**src/rtl/booth_mul_sched.sv**
```systemverilog
// rtl/booth_mul_sched.sv - round-robin scheduler sharing one 32x32 signed multiplier among NREQ requesters
// Optional: define BOOTH_MUL_SCHED_ZERO_BYPASS_EN to answer zero-operand requests without waiting on the multiplier.
module booth_mul_sched #(
  parameter int NREQ    = 4,
  parameter int ID_W    = 2,
  parameter int MUL_LAT = 2
) (
  input  logic                 clk,
  input  logic                 rst_n,
  input  logic [NREQ-1:0]      req_valid,
  output logic [NREQ-1:0]      req_ready,
  input  logic [NREQ*32-1:0]   req_a,
  input  logic [NREQ*32-1:0]   req_b,
  output logic                 resp_valid,
  input  logic                 resp_ready,
  output logic [ID_W-1:0]      resp_id,
  output logic [63:0]          resp_p,
  output logic [31:0]          mul_a,
  output logic [31:0]          mul_b,
  input  logic [63:0]          mul_p,
  output logic                 busy
);

  typedef enum logic [1:0] {S_IDLE, S_WAIT, S_RESP} state_t;

  state_t          r_state;
  logic [ID_W-1:0] r_rr_ptr;
  logic [3:0]      r_cnt;
  logic            r_resp_valid;
  logic [ID_W-1:0] r_resp_id;
  logic [63:0]     r_resp_p;
  logic [31:0]     r_mul_a;
  logic [31:0]     r_mul_b;
  logic            r_busy;

  logic            w_any;
  logic [ID_W-1:0] w_gnt;
  logic [NREQ-1:0] w_ready;
  logic [31:0]     w_gnt_a;
  logic [31:0]     w_gnt_b;
  logic            w_bypass;
  logic [ID_W-1:0] w_next_ptr;

  function automatic logic [ID_W-1:0] wrap_idx(input logic [ID_W-1:0] base, input int k);
    int s;
    s = int'(base) + k;
    if (s >= NREQ) s = s - NREQ;
    return ID_W'(s);
  endfunction

  // Scan starts at r_rr_ptr, the requester after the last one granted.
  always_comb begin
    w_any = 1'b0;
    w_gnt = '0;
    for (int k = 0; k < NREQ; k++) begin
      if (!w_any && req_valid[wrap_idx(r_rr_ptr, k)]) begin
        w_any = 1'b1;
        w_gnt = wrap_idx(r_rr_ptr, k);
      end
    end
  end

  always_comb begin
    w_ready = '0;
    if (rst_n && (r_state == S_IDLE) && w_any) w_ready[w_gnt] = 1'b1;
  end

  assign w_gnt_a    = req_a[32*w_gnt +: 32];
  assign w_gnt_b    = req_b[32*w_gnt +: 32];
  assign w_next_ptr = (w_gnt == ID_W'(NREQ-1)) ? '0 : w_gnt + 1'b1;

`ifdef BOOTH_MUL_SCHED_ZERO_BYPASS_EN
  assign w_bypass = (w_gnt_a == 32'd0) || (w_gnt_b == 32'd0);
`else
  assign w_bypass = 1'b0;
`endif

  always_ff @(posedge clk) begin
    if (!rst_n) begin
      r_state      <= S_IDLE;
      r_rr_ptr     <= '0;
      r_cnt        <= '0;
      r_resp_valid <= 1'b0;
      r_resp_id    <= '0;
      r_resp_p     <= '0;
      r_mul_a      <= '0;
      r_mul_b      <= '0;
      r_busy       <= 1'b0;
    end else begin
      case (r_state)
        S_IDLE: begin
          if (w_any) begin
            r_resp_id <= w_gnt;
            r_rr_ptr  <= w_next_ptr;
            r_busy    <= 1'b1;
            if (w_bypass) begin
              r_resp_p     <= '0;
              r_resp_valid <= 1'b1;
              r_state      <= S_RESP;
            end else begin
              r_mul_a <= w_gnt_a;
              r_mul_b <= w_gnt_b;
              r_cnt   <= 4'(MUL_LAT);
              r_state <= S_WAIT;
            end
          end
        end
        S_WAIT: begin
          r_cnt <= r_cnt - 4'd1;
          if (r_cnt == 4'd1) begin
            r_resp_p     <= mul_p;
            r_resp_valid <= 1'b1;
            r_state      <= S_RESP;
          end
        end
        S_RESP: begin
          if (resp_ready) begin
            r_resp_valid <= 1'b0;
            r_busy       <= 1'b0;
            r_state      <= S_IDLE;
          end
        end
        default: r_state <= S_IDLE;
      endcase
    end
  end

  assign req_ready  = w_ready;
  assign resp_valid = r_resp_valid;
  assign resp_id    = r_resp_id;
  assign resp_p     = r_resp_p;
  assign mul_a      = r_mul_a;
  assign mul_b      = r_mul_b;
  assign busy       = r_busy;

endmodule
```
**config.mk**
```make
export PLATFORM = sky130hd
export DESIGN_NAME = booth_mul_sched
export DESIGN_NICKNAME = d
export VERILOG_FILES = /design/src/rtl/booth_mul_sched.sv
export SDC_FILE = /design/constraint.sdc
export NUM_CORES = 1
export LEC_CHECK = 0
export CELL_PAD_IN_SITES_DETAIL_PLACEMENT = 1
export CELL_PAD_IN_SITES_GLOBAL_PLACEMENT = 2
export CORE_MARGIN = 1
export CORE_UTILIZATION = 18
export DETAILED_ROUTE_END_ITERATION = 10
export PLACE_DENSITY = 0.76
export SLEW_MARGIN = 20
export SYNTH_ARGS = -nofsm -noshare
export SYNTH_HDL_FRONTEND = slang
export SYNTH_SLANG_ARGS = --single-unit
```
**constraint.sdc**
```tcl
create_clock -name clk -period 2.6 [get_ports clk]
set_input_delay 0.39 -clock clk [delete_from_list [all_inputs] [get_ports clk]]
set_output_delay 0.39 -clock clk [all_outputs]
set_load 0.02 [all_outputs]
```
# After elaboration in Yosys (flattened, before gate mapping)
# Cells that the tools add are included.
# Widths: inputs -> output; s select.
dict set report word_totals {
  regBits 140
  output_inout_bits 136
  word_cells 91
  in_bits 327
}
dict set report op_classes {
  muxes 35
  eq_ne 7
  n_shift 2
  n_reduce_logical 19
  n_lt_le_gt_ge 10
  addsub 9
}
# op count
set op_table {}
lappend op_table {{$shiftx 128x8->32} 2}
lappend op_table {{$mux 2} 12}
lappend op_table {{$lt 2x3->1 const B} 5}
lappend op_table {{$mux 1} 12}
lappend op_table {{$ge 3x3->1 const B} 3}
lappend op_table {{$reduce_and 3->1} 3}
lappend op_table {{$bmux 1 s2} 4}
lappend op_table {{$mux 4} 2}
lappend op_table {{$pmux 4 s2} 1}
lappend op_table {{$sub 2x1->2 const B} 4}
lappend op_table {{$add 2x2->3 const B} 2}
lappend op_table {{$logic_and 1x1->1} 6}
lappend op_table {{$ne 2x2->1 const B} 3}
lappend op_table {{$pmux 2 s3} 1}
lappend op_table {{$reduce_and 2->1} 3}
lappend op_table {{$reduce_bool 2->1} 3}
lappend op_table {{$eq 2x2->1 const B} 2}
lappend op_table {{$eq 4x1->1 const B} 1}
lappend op_table {{$pmux 1 s2} 2}
lappend op_table {{$sub 4x1->4 const B} 1}
lappend op_table {{$add 2x1->3 const B} 1}
lappend op_table {{$ge 2x3->1 const B} 1}
lappend op_table {{$logic_not 1->1} 3}
lappend op_table {{$add 2x1->2 const B} 1}
lappend op_table {{other kinds (4)} 4}

# Logic depth before layout (Yosys ltp)
# Gate-level depths: netlist of run 1.
dict set report logic_depth {
  word_depth 19
  mapped_depth 9
}

# Worst setup path after synthesis of run 1
# OpenSTA, ideal clock, no wires.
dict set report synth_timing {
  path_kind {flip-flop to output port}
  startpoint {reg r_rr_ptr[1]}
  endpoint {out req_ready[2]}
  path_buffers 2
  required_time_ns 2.210
  path_slack_ns 0.540
  path_stages_with_launch 9
  arrival_time_ns 1.670
  path_cell_list {dfxtp_1 a21oi_1 o21a_1 o22ai_1 buf_2 buf_2 inv_1 ha_1 and2_1}
}
dict set report synth_via {
  elab_chain_cells 19
}
# element line
set synth_rtl {}
lappend synth_rtl {{from (decl)} 27} ;# logic [ID_W-1:0] r_rr_ptr;
lappend synth_rtl {{from (signal assigned)} 94} ;# r_rr_ptr <= w_next_ptr;
lappend synth_rtl {{branches (longest 18 deep; another with $add 2x1->3)} --}
lappend synth_rtl {{$mux 4 (*)} 65} ;# if (rst_n && (r_state == S_IDLE) && w_any) w_ready[w_gnt] = 1'b1;
lappend synth_rtl {{to (decl)} 11} ;# output logic [NREQ-1:0] req_ready,
# Mark *: on every way between the ends. The select of a mux whose other input is x is not followed.

# Worst setup path after layout of run 1
dict set report layout_timing {
  startpoint {in req_valid[2]}
  endpoint {out req_ready[1]}
}
dict set report layout_via {
  elab_chain_cells 17
}
# element line
set layout_rtl {}
lappend layout_rtl {{from (decl)} 10} ;# input logic [NREQ-1:0] req_valid,
lappend layout_rtl {{$bmux 1 s2} 56} ;# if (!w_any && req_valid[wrap_idx(r_rr_ptr, k)]) begin
lappend layout_rtl {{$mux 1 (implied by the code)} 56}
lappend layout_rtl {{$mux 1} 56}
lappend layout_rtl {{$logic_not 1->1} 56}
lappend layout_rtl {{$logic_and 1x1->1} 56}
lappend layout_rtl {{$mux 1} 56}
lappend layout_rtl {{$logic_not 1->1} 56}
lappend layout_rtl {{$logic_and 1x1->1} 56}
lappend layout_rtl {{$mux 1} 56}
lappend layout_rtl {{$logic_not 1->1} 56}
lappend layout_rtl {{$logic_and 1x1->1} 56}
lappend layout_rtl {{$mux 2} 56}
lappend layout_rtl {{$lt 2x3->1 (implied by the code) / $ge 2x1->1 (equally long branches)} 65}
lappend layout_rtl {{$logic_and 1x1->1 (implied by the code)} 65}
lappend layout_rtl {{$mux 1 (implied by the code)} 65}
lappend layout_rtl {{$demux 1 s2} 65}
lappend layout_rtl {{$mux 4 (*)} 65}
# Every way passes the cells marked *; elsewhere a longest branch is shown, timed or not. The select of a mux whose other input is x is not followed.

==> impl_metrics.csv, run 1 <==
group,metric,value,unit
clocking,cts_tree,"done",
timing,rsz0062_at_grt,"false",
min_path,whs_endpoint,"resp_p[20]",
yosys,synth_top_family_by_area,"compound AO/OA/AOI/OAI gates",
critical_path,critPathRequiredTime,2.21,ns
pwr,ir_drop,462,µV
clocking,clk_latency,0.43,ns
global_route,grt_overflow,0,
critical_path,reg2reg_slack,0.34,ns
timing,setup_viol,0,
clocking,path_clk_slew,0.06,ns
detailed_routing,firstDrtPassIters,4,
yosys,avgSynthCellArea,8.03,µm²
layout,final_cell_mix,"456 x clkdlybuf4s50_1, 198 x nand2_1, 138 x dfxtp_1, 74 x a21oi_1, 65 x mux2i_1",
timing,finClkSkew,0.0109,ns
yosys,synth-simple-area-share,0.176,
min_path,min_path_cells,2,
layout,final_common_cell,"clkdlybuf4s50_1",
detailed_routing,dr_total_vias,8337,
yosys,yosys_warnings,0,
placed_design,dp.cells,1797,
clocking,cts_root_buf,"clkbuf_16",
global_route,grt_first_pass_wirelength,53300,µm
timing,worst_pin_slew,0.882,ns
critical_path,path_max_fanout,4,
detailed_routing,drt_iter0_drc,204,
yosys,muxShareOfSynthArea,0.0945,
detailed_routing,drt-wirelength-per-cell,19.9,µm
clocking,cts_sinks,140,
clocking,numCtsBuffers,17,
layout,instances_no_fill,1830,
yosys,synth_xor_area_frac,0.00125,
detailed_routing,route.final.wire_length,36400,µm
timing,finalMaxSlewViolations,0,
detailed_routing,detail-route-antenna-nets,0,
global_route,grt.total_usage,0.179,
layout,area_growth,86.2,%
layout,drive_gt1_frac,0.0713,
yosys,async_reset_ff_frac,0,
global_route,grt_pass1_vias,8851,
floorplanning,rows,71,
floorplanning,io_pins,463,
critical_path,end_kind,"output port",
timing,slew_headroom,0.412,
yosys,synth_edf_count,0,
floorplanning,die_h,199,µm
global_route,antenna_found_initial,2,
status,outcome,"completed",
layout,design_area,13000,µm²
timing,fin_crit_sh,0.954,
floorplanning,die_w,199,µm
floorplanning,initial_core_util,0.184,
pwr,leakage,4.64,nW
critical_path,crit_arrival,2.09,ns
yosys,syn_area,6990,µm²
detailed_routing,drc,0,
detailed_routing,vias_per_cell,4.56,
clocking,ctsHtreeMaxLevel,4,
global_route,grt_max_degree,78,
pwr,power,0.00791,W
critical_path,path_class,"input pin to output port",
timing,hold_viol,0,
timing,finalSetupTns,0,ns
placed_design,place_congestion,0.788,
run,maxCapViolations,0,
critical_path,rr_endpoint,"mul_a[14]",
floorplanning,core,37900,µm²
yosys,synth_top_area_cell,"dfxtp_1",
timing,max_freq,403,MHz
yosys,synth-compound-area-share,0.259,
yosys,synth-seq-cells,140,
timing,finalCriticalPeriod,2.48,ns
pwr,p_per_area,607,nW/µm²
timing,fin_hold_ws,0.456,ns
yosys,synthTopCellsByArea,"dfxtp_1 40%, nand2_1 11%, mux2i_1 9.4%",
min_path,hp-class,"flip-flop to flip-flop",
yosys,syn_inst,871,
clocking,postCtsHoldBufs,0,
layout,finalNetCount,1636,
placed_design,port-buffer-count,462,
layout,fillers,4458,
yosys,synth-adder-area-share,0.00716,
yosys,ys_seq_area_frac,0.401,
placed_design,dpl-instance-area,12300,µm²
yosys,synthFlopType,"dfxtp_1",
clocking,post-cts-setup-buffers,0,
clocking,cts_buffer_depth,2,
critical_path,reg2reg_from,"r_rr_ptr[1]",
critical_path,r2r_cells,10,
placed_design,hpwl,26600,µm
yosys,syn_nets,1202,
min_path,min_from,"resp_p[20]",
floorplanning,die_area,39600,µm²
critical_path,cp-start-kind,"input pin",
yosys,synth_top_cell_area_share,0.401,
yosys,synth.distinct_cells,39,
## layout make-up
type / instances / area (µm²) / share of cell area
Timing Repair Buffer: 501 / 5060 / 0.389
Multi-Input combinational cell: 639 / 3840 / 0.295
Sequential cell: 140 / 2810 / 0.215
Tap cell: 511 / 639 / 0.0491
Clock buffer: 18 / 439 / 0.0337
Clock inverter: 14 / 205 / 0.0158
Inverter: 6 / 25.0 / 0.00192
Antenna cell: 1 / 2.50 / 0.000192
## Yosys cell counts, drive strengths merged (2+ instances only)
cell	count
dfxtp	140
o22ai	2
o21ai	66
nor3	4
ha	4
mux2i	66
clkbuf	55
nand2	200
nor4	2
and2	3
nand3	64
a21oi	75
or3b	2
o211ai	64
a211o	64
inv	5
nor2	9
buf	31
or3	2
o21a	2
nor3b	2
## critical path, cell delays in order
cell             delay [ns]
clkdlybuf4s50_1        0.50
buf_4                  0.20
nor4_4                 0.29
nor4_1                 0.07
buf_4                  0.16
nand2_2                0.10
nor2_1                 0.06
dlygate4sd2_1          0.31
## flip-flops by register name (all words and copies together) (netlist names)
signal      cells
resp_id         2
r_cnt           4
r_rr_ptr        2
mul_a          32
busy            1
resp_p         64
mul_b          32
resp_valid      1
r_state         2
## report_power, final
group | total [W] | internal (W) | leakage, nW | switching, W
registers | 0.00251 | 0.00238 | 1.14 | 0.000132
logic | 0.00265 | 0.00130 | 3.18 | 0.00135
clock network | 0.00275 | 0.00166 | 0.315 | 0.00109
total | 0.00791 | 0.00533 | 4.64 | 0.00257
## metrics by stage
stage | setup slack [ns] | utilization
after detailed placement | -0.254 | 0.325
after global routing | 0.0179 | 0.343
after floorplan | 0.540 | -
after global placement | -0.240 | 0.325
final | 0.120 | 0.343
after CTS | 0.0264 | 0.343
## worst max path at each step
stage	start	end	slack [ns]	depth (start not counted)
finish	req_valid[2]	req_ready[1]	0.12	8
detailed placement	req_valid[1]	mul_a[14]	-0.25	11
floorplan	r_rr_ptr[1]	req_ready[2]	0.54	8
global route	req_valid[2]	req_ready[0]	0.02	8
global placement	req_valid[1]	mul_a[14]	-0.24	11
CTS	req_valid[1]	req_ready[2]	0.03	9
## what timing repair did
action                                  in CTS  in global routing
resized for setup                           13                  7
pin swaps                                    0                  1
cloned                                       0                  0
endpoints found under the setup margin       4                  4
## cells by family (layout without fill, tap and decap cells)
group           count (synthesis)  count (layout)
compound gates                277             277
fa+ha+maj                       4               4
mux                            66              66
simple gates                  291             291
other cells                     0               1
xor+xnor                        1               1
flops                         140             140
buf+inv                        92             539
## metal layers
metal / up-vias / global-route usage / part of all wire
met3: 38 / 0.0714 / 0.10
li1: 3980 / - / -
met4: 0 / 0.0607 / 0.021
met2: 340 / 0.306 / 0.48
met5: - / 0 / 0
met1: 3979 / 0.201 / 0.40
Power figures use the tool's default switching activity.
==> inputs of run 2 (changes only) <==
--- a/config.mk
+++ b/config.mk
@@ -11,6 +11,7 @@
 export CORE_UTILIZATION = 18
 export DETAILED_ROUTE_END_ITERATION = 10
 export PLACE_DENSITY = 0.76
+export SKIP_LAST_GASP = 1
 export SLEW_MARGIN = 20
 export SYNTH_ARGS = -nofsm -noshare
 export SYNTH_HDL_FRONTEND = slang
==> run 2 against run 1 <==
Utilization about the same. Clock power about the same. Count of clock-buffer cells in the layout unchanged. Global-route usage is the same. Cell area fell by 0.12%. Die area unchanged. Flip-flop and latch count stayed put. Setup slack lost 0.024 ns. Final cell count stayed put. Combinational power about the same. Worst hold slack unchanged. Non-clock buffer count is the same.
==> impl_metrics.csv, run 2 (synthesis results as in run 1) <==
group,metric,value,unit
status,outcome,"completed",
detailed_routing,firstDrtPassIters,4,
clocking,clk_latency,0.43,ns
layout,finalNetCount,1636,
floorplanning,die_area,39600,µm²
floorplanning,initial_core_util,0.184,
timing,fin_crit_sh,0.963,
layout,final_common_cell,"clkdlybuf4s50_1",
clocking,numCtsBuffers,17,
run,maxCapViolations,0,
min_path,min_from,"resp_p[20]",
timing,setup_viol,0,
pwr,leakage,4.64,nW
critical_path,startpoint,"req_valid[2]",
critical_path,r2r_cells,10,
critical_path,path_max_fanout,4,
timing,finClkSkew,0.0108,ns
floorplanning,die_w,199,µm
placed_design,hpwl,26600,µm
clocking,ctsHtreeMaxLevel,4,
pwr,ir_drop,462,µV
detailed_routing,dr_total_vias,8348,
global_route,grt_first_pass_wirelength,53300,µm
clocking,cts_buffer_depth,2,
critical_path,end_kind,"output port",
timing,slew_headroom,0.412,
clocking,path_clk_slew,0.06,ns
pwr,p_per_area,608,nW/µm²
clocking,cts_tree,"done",
detailed_routing,drt-wirelength-per-cell,19.9,µm
layout,final_cell_mix,"456 x clkdlybuf4s50_1, 198 x nand2_1, 138 x dfxtp_1, 74 x a21oi_1, 65 x mux2i_1",
global_route,grt_max_degree,78,
clocking,post-cts-setup-buffers,0,
global_route,grt.total_usage,0.179,
critical_path,cp_slowest_stage_delay,0.49,ns
critical_path,reg2reg_slack,0.33,ns
placed_design,dp_slack,-0.254,ns
critical_path,rr_endpoint,"mul_a[14]",
timing,finalMaxSlewViolations,0,
critical_path,path_cells,"clkdlybuf4s50_1 > buf_4 > nor4_2 > nor4_1 > buf_4 > nand2_2 > nor2_1 > dlygate4sd2_1",
global_route,grt_pass1_vias,8851,
critical_path,crit_path_top_delay_cell,"clkdlybuf4s50_1",
clocking,postCtsHoldBufs,0,
layout,largest_reg_flops,64,
timing,fin_hold_ws,0.456,ns
critical_path,reg2reg_from,"r_rr_ptr[1]",
timing,final.setup.worst_slack,0.0959,ns
placed_design,port-buffer-count,462,
critical_path,cp-start-kind,"input pin",
clocking,cts_root_buf,"clkbuf_16",
critical_path,cp_common_cell,"buf_4",
critical_path,cp-endpoint,"req_ready[0]",
floorplanning,core,37900,µm²
timing,max_freq,399,MHz
critical_path,cpLargestDelayFamily,"buffers and inverters",
timing,worst_pin_slew,0.882,ns
global_route,antenna_found_initial,2,
timing,finalSetupTns,0,ns
min_path,hp-class,"flip-flop to flip-flop",
critical_path,cp.depth,8,
layout,area_growth,86.0,%
detailed_routing,drc,0,
timing,hold_viol,0,
critical_path,critPathRequiredTime,2.21,ns
placed_design,place_congestion,0.788,
floorplanning,io_pins,463,
timing,rsz0062_at_grt,"true",
critical_path,crit_arrival,2.11,ns
detailed_routing,drt_iter0_drc,206,
critical_path,crit_buf_inv,4,
clocking,cts_sinks,140,
layout,drive_gt1_frac,0.0713,
floorplanning,die_h,199,µm
detailed_routing,detail-route-antenna-nets,0,
floorplanning,rows,71,
global_route,grt_overflow,0,
detailed_routing,route.final.wire_length,36500,µm
critical_path,path_class,"input pin to output port",
detailed_routing,vias_per_cell,4.56,
timing,finalCriticalPeriod,2.50,ns
[run 2: metal layers]
metal	up-vias	global-route usage	wire length, µm
li1	3979	-	-
met1	3982	0.201	14400
met2	349	0.306	17600
met3	38	0.0714	3690
met4	0	0.0607	760
met5	-	0	0
[run 2: cell type report]
type / instances / area [µm²]
Antenna cell: 1 / 2.50
Clock buffer: 18 / 439
Clock inverter: 14 / 205
Fill cell: 4458 / 24900
Inverter: 6 / 25.0
Multi-Input combinational cell: 639 / 3830
Sequential cell: 140 / 2810
Tap cell: 511 / 639
Timing Repair Buffer: 501 / 5060
[run 2: how the worst min path moves through the flow]
stage | slack, ns | to | cells after the start
after CTS | 0.46 | resp_p[16] | 2
final | 0.46 | resp_p[20] | 2
after floorplan | 0.46 | r_cnt[1] | 1
after detailed placement | 0.45 | resp_p[8] | 2
after global routing | 0.47 | resp_p[8] | 2
after global placement | 0.44 | resp_p[44] | 2
[run 2: worst reg2reg max path: stages, from the launching register on]
cell	delay, ns
dfxtp_2	0.38
buf_4	0.16
nor3b_2	0.29
nor2_4	0.09
inv_4	0.06
buf_4	0.11
buf_4	0.18
buf_12	0.23
mux2i_1	0.41
buf_4	0.17
o211ai_1	0.07
[run 2: report_power, final]
| group | internal, W | total [W] | switching [W] |
|---|---|---|---|
| logic | 0.00130 | 0.00265 | 0.00135 |
| registers | 0.00238 | 0.00251 | 0.000132 |
| clock network | 0.00166 | 0.00275 | 0.00109 |
[run 2: metrics by stage]
| stage | cells | total power, W | utilization | instance area (µm²) |
|---|---|---|---|---|
| finish | 1830 | 0.00791 | 0.343 | 13000 |
| global route | 1830 | 0.00831 | 0.343 | 13000 |
| CTS | 1829 | 0.00807 | 0.342 | 13000 |
| detailed placement | 1797 | 0.00524 | 0.325 | 12300 |
| global placement | 1797 | 0.00520 | 0.325 | 12300 |
| floorplan | 871 | 0.00377 | - | 6990 |
[run 2: repair_timing]
item / CTS / global route
pin swaps: 0 / 1
setup endpoints to repair: 4 / 4
gates resized for setup: 11 / 8
==> inputs of run 3 (changes only) <==
--- a/config.mk
+++ b/config.mk
@@ -7,10 +7,11 @@
 export LEC_CHECK = 0
 export CELL_PAD_IN_SITES_DETAIL_PLACEMENT = 1
 export CELL_PAD_IN_SITES_GLOBAL_PLACEMENT = 2
-export CORE_MARGIN = 1
-export CORE_UTILIZATION = 18
+export CORE_AREA = 2 2 180 182
 export DETAILED_ROUTE_END_ITERATION = 10
-export PLACE_DENSITY = 0.76
+export DIE_AREA = 0 0 182 184
+export DONT_BUFFER_PORTS = 1
+export PLACE_DENSITY = 0.55
 export SKIP_LAST_GASP = 1
 export SLEW_MARGIN = 20
 export SYNTH_ARGS = -nofsm -noshare
==> run 3 against run 2 <==
Clock skew decreased by 0.0054 ns. Fmax increased by 5.6%. Largest cell class is now multi-input combinational cells. Utilization shrank 8.8 points. Non-clock buffer count down 480. Count of clock-buffer cells in the layout decreased by 1. Die area down 16%. Worst hold slack lost 0.37 ns. Flip-flop and latch count unchanged.
==> impl_metrics.csv, run 3 (synthesis results as in run 1) <==
group,metric,value,unit
status,outcome,"completed",
floorplanning,io_pins,463,
min_path,hp-class,"input pin to flip-flop",
layout,final_cell_mix,"198 x nand2_1, 139 x dfxtp_1, 75 x a21oi_1, 65 x mux2i_1",
pwr,power_frac_seq,0.417,
placed_design,place_congestion,0.735,
timing,setup_viol,0,
global_route,grt_pass1_vias,6670,
timing,rsz0062_at_grt,"false",
pwr,pwr-share-clk,0.395,
detailed_routing,drc,0,
timing,finClkSkew,0.00540,ns
timing,hold_viol,0,
timing,fin_crit_sh,0.912,
clocking,post-cts-setup-buffers,0,
detailed_routing,drt-wirelength-per-cell,24.3,µm
placed_design,dp.cells,1208,
global_route,antenna_found_initial,2,
global_route,grt_max_degree,74,
detailed_routing,firstDrtPassIters,5,
layout,fillers,3699,
pwr,leakage,2.74,nW
clocking,cts_tree,"done",
timing,finalSetupTns,0,ns
pwr,p_sw_frac,0.345,
clocking,clk_latency,0.43,ns
global_route,grt_overflow,0,
layout,multi_input_area,3810,µm²
placed_design,hpwl,21400,µm
critical_path,crit_arrival,1.98,ns
floorplanning,rows,65,
timing,max_freq,422,MHz
placed_design,port-buffer-count,0,
pwr,combPwrFrac,0.188,
clocking,path_clk_slew,0.06,ns
pwr,intPower,0.00446,W
pwr,p_per_area,851,nW/µm²
clocking,cts_root_buf,"clkbuf_16",
layout,instances_no_fill,1241,
critical_path,path_class,"flip-flop to output port",
layout,finalNetCount,1156,
detailed_routing,dr_total_vias,6406,
critical_path,cp-start-kind,"flip-flop",
layout,drive_gt1_frac,0.0835,
critical_path,path_max_fanout,8,
critical_path,cp_slowest_stage_delay,0.43,ns
timing,slew_headroom,0.415,
floorplanning,core,31400,µm²
detailed_routing,drt_iter0_drc,215,
timing,worst_pin_slew,0.878,ns
detailed_routing,vias_per_cell,5.16,
timing,finalMaxSlewViolations,0,
layout,final_common_cell,"nand2_1",
timing,finalCriticalPeriod,2.37,ns
floorplanning,initial_core_util,0.223,
floorplanning,die_area,33500,µm²
floorplanning,die_w,182,µm
clocking,postCtsHoldBufs,0,
critical_path,end_kind,"output port",
run,maxCapViolations,0,
clocking,cts_buffer_depth,2,
detailed_routing,detail-route-antenna-nets,0,
clocking,ctsHtreeMaxLevel,4,
global_route,grt.total_usage,0.175,
clocking,numCtsBuffers,17,
layout,area_growth,14.4,%
pwr,ir_drop,403,µV
pwr,switching_power,0.00235,W
critical_path,path_cells,"mux2i_2 > o22ai_4 > nor2_2 > inv_4 > ha_1 > and2_1",
layout,regArea,2800,µm²
detailed_routing,route.final.wire_length,30100,µm
clocking,cts_sinks,140,
critical_path,crit_path_top_delay_cell,"dfxtp_2",
global_route,grt_first_pass_wirelength,43900,µm
layout,largest_reg_flops,64,
floorplanning,die_h,184,µm
critical_path,critPathRequiredTime,2.21,ns
-- run 3: changes by cell type in the layout (fill, tap and decap cells not counted), sizes merged --
cell | before | now
inv | 13 | 10
clkbuf | 19 | 17
clkdlybuf4s50 | 456 | 0
clkinvlp | 1 | 2
buf | 39 | 21
dlymetal6s2s | 2 | 0
dlygate4sd2 | 2 | 0
clkdlybuf4s15 | 1 | 0
clkinv | 2 | 5
-- run 3: per-stage QoR --
stage / total power (W) / cell area, µm² / setup slack, ns / hold WS, ns / utilization
CTS: 0.00696 / 8000 / 0.0667 / 0.0465 / 0.255
floorplan: 0.00377 / 6990 / 0.540 / 0.463 / -
global placement: 0.00419 / 7360 / 0.363 / 0.499 / 0.234
detailed placement: 0.00421 / 7360 / 0.290 / 0.504 / 0.234
finish: 0.00681 / 8000 / 0.228 / 0.0876 / 0.255
global route: 0.00718 / 8000 / 0.0762 / 0.0517 / 0.255
-- run 3: power groups by stage --
stage | logic (W) | clock network [W] | registers, W
after floorplan | 0.000978 | 0 | 0.00279
after global placement | 0.00129 | 0 | 0.00290
after detailed placement | 0.00131 | 0 | 0.00290
after CTS | 0.00131 | 0.00280 | 0.00285
after global routing | 0.00142 | 0.00289 | 0.00287
final | 0.00128 | 0.00269 | 0.00284
-- run 3: path summary, 6_finish.rpt --
| path | start | to | slack [ns] | cells past startpoint |
|---|---|---|---|---|
| worst max register to register | r_rr_ptr[1] | mul_a[16] | 0.47 | 6 |
| worst max-delay path | r_rr_ptr[1] | req_ready[2] | 0.23 | 6 |
| worst min register to register | r_cnt[0] | r_cnt[0] | 0.51 | 2 |
| worst min-delay path | mul_p[39] | resp_p[39] | 0.09 | 2 |
-- run 3: critical path, delay by kind of cell, from the launching register on --
kind	cells	cell delay, ns
AOI/OAI and AO/OA	1	0.10
buffers and inverters	1	0.10
DFF	1	0.43
muxes	1	0.31
adders and majority gates	1	0.20
and+or+nand+nor	2	0.40
-- run 3: timing repair --
item | CTS | global route
setup endpoints to repair | 2 | 1
resized for setup | 2 | 1
gates cloned | 0 | 0
-- run 3: cell type report --
class | count | share of cell area
Tap cell | 402 | 0.0629
Inverter | 6 | 0.00313
Antenna cell | 1 | 0.000313
Sequential cell | 140 | 0.350
Clock inverter | 15 | 0.0263
Clock buffer | 17 | 0.0532
Timing Repair Buffer | 21 | 0.0275
Multi-Input combinational cell | 639 | 0.476
-- run 3: routing by layer --
metal  part of all wire  vias to the layer above  global-route usage  routed length (µm)
li1                   -                     3029                   -                   -
met1               0.39                     3049               0.197               11600
met2               0.50                      301               0.300               15100
met3              0.098                       25              0.0705                2940
met4              0.014                        2              0.0594                 433
met5            0.00033                        -                   0                  10
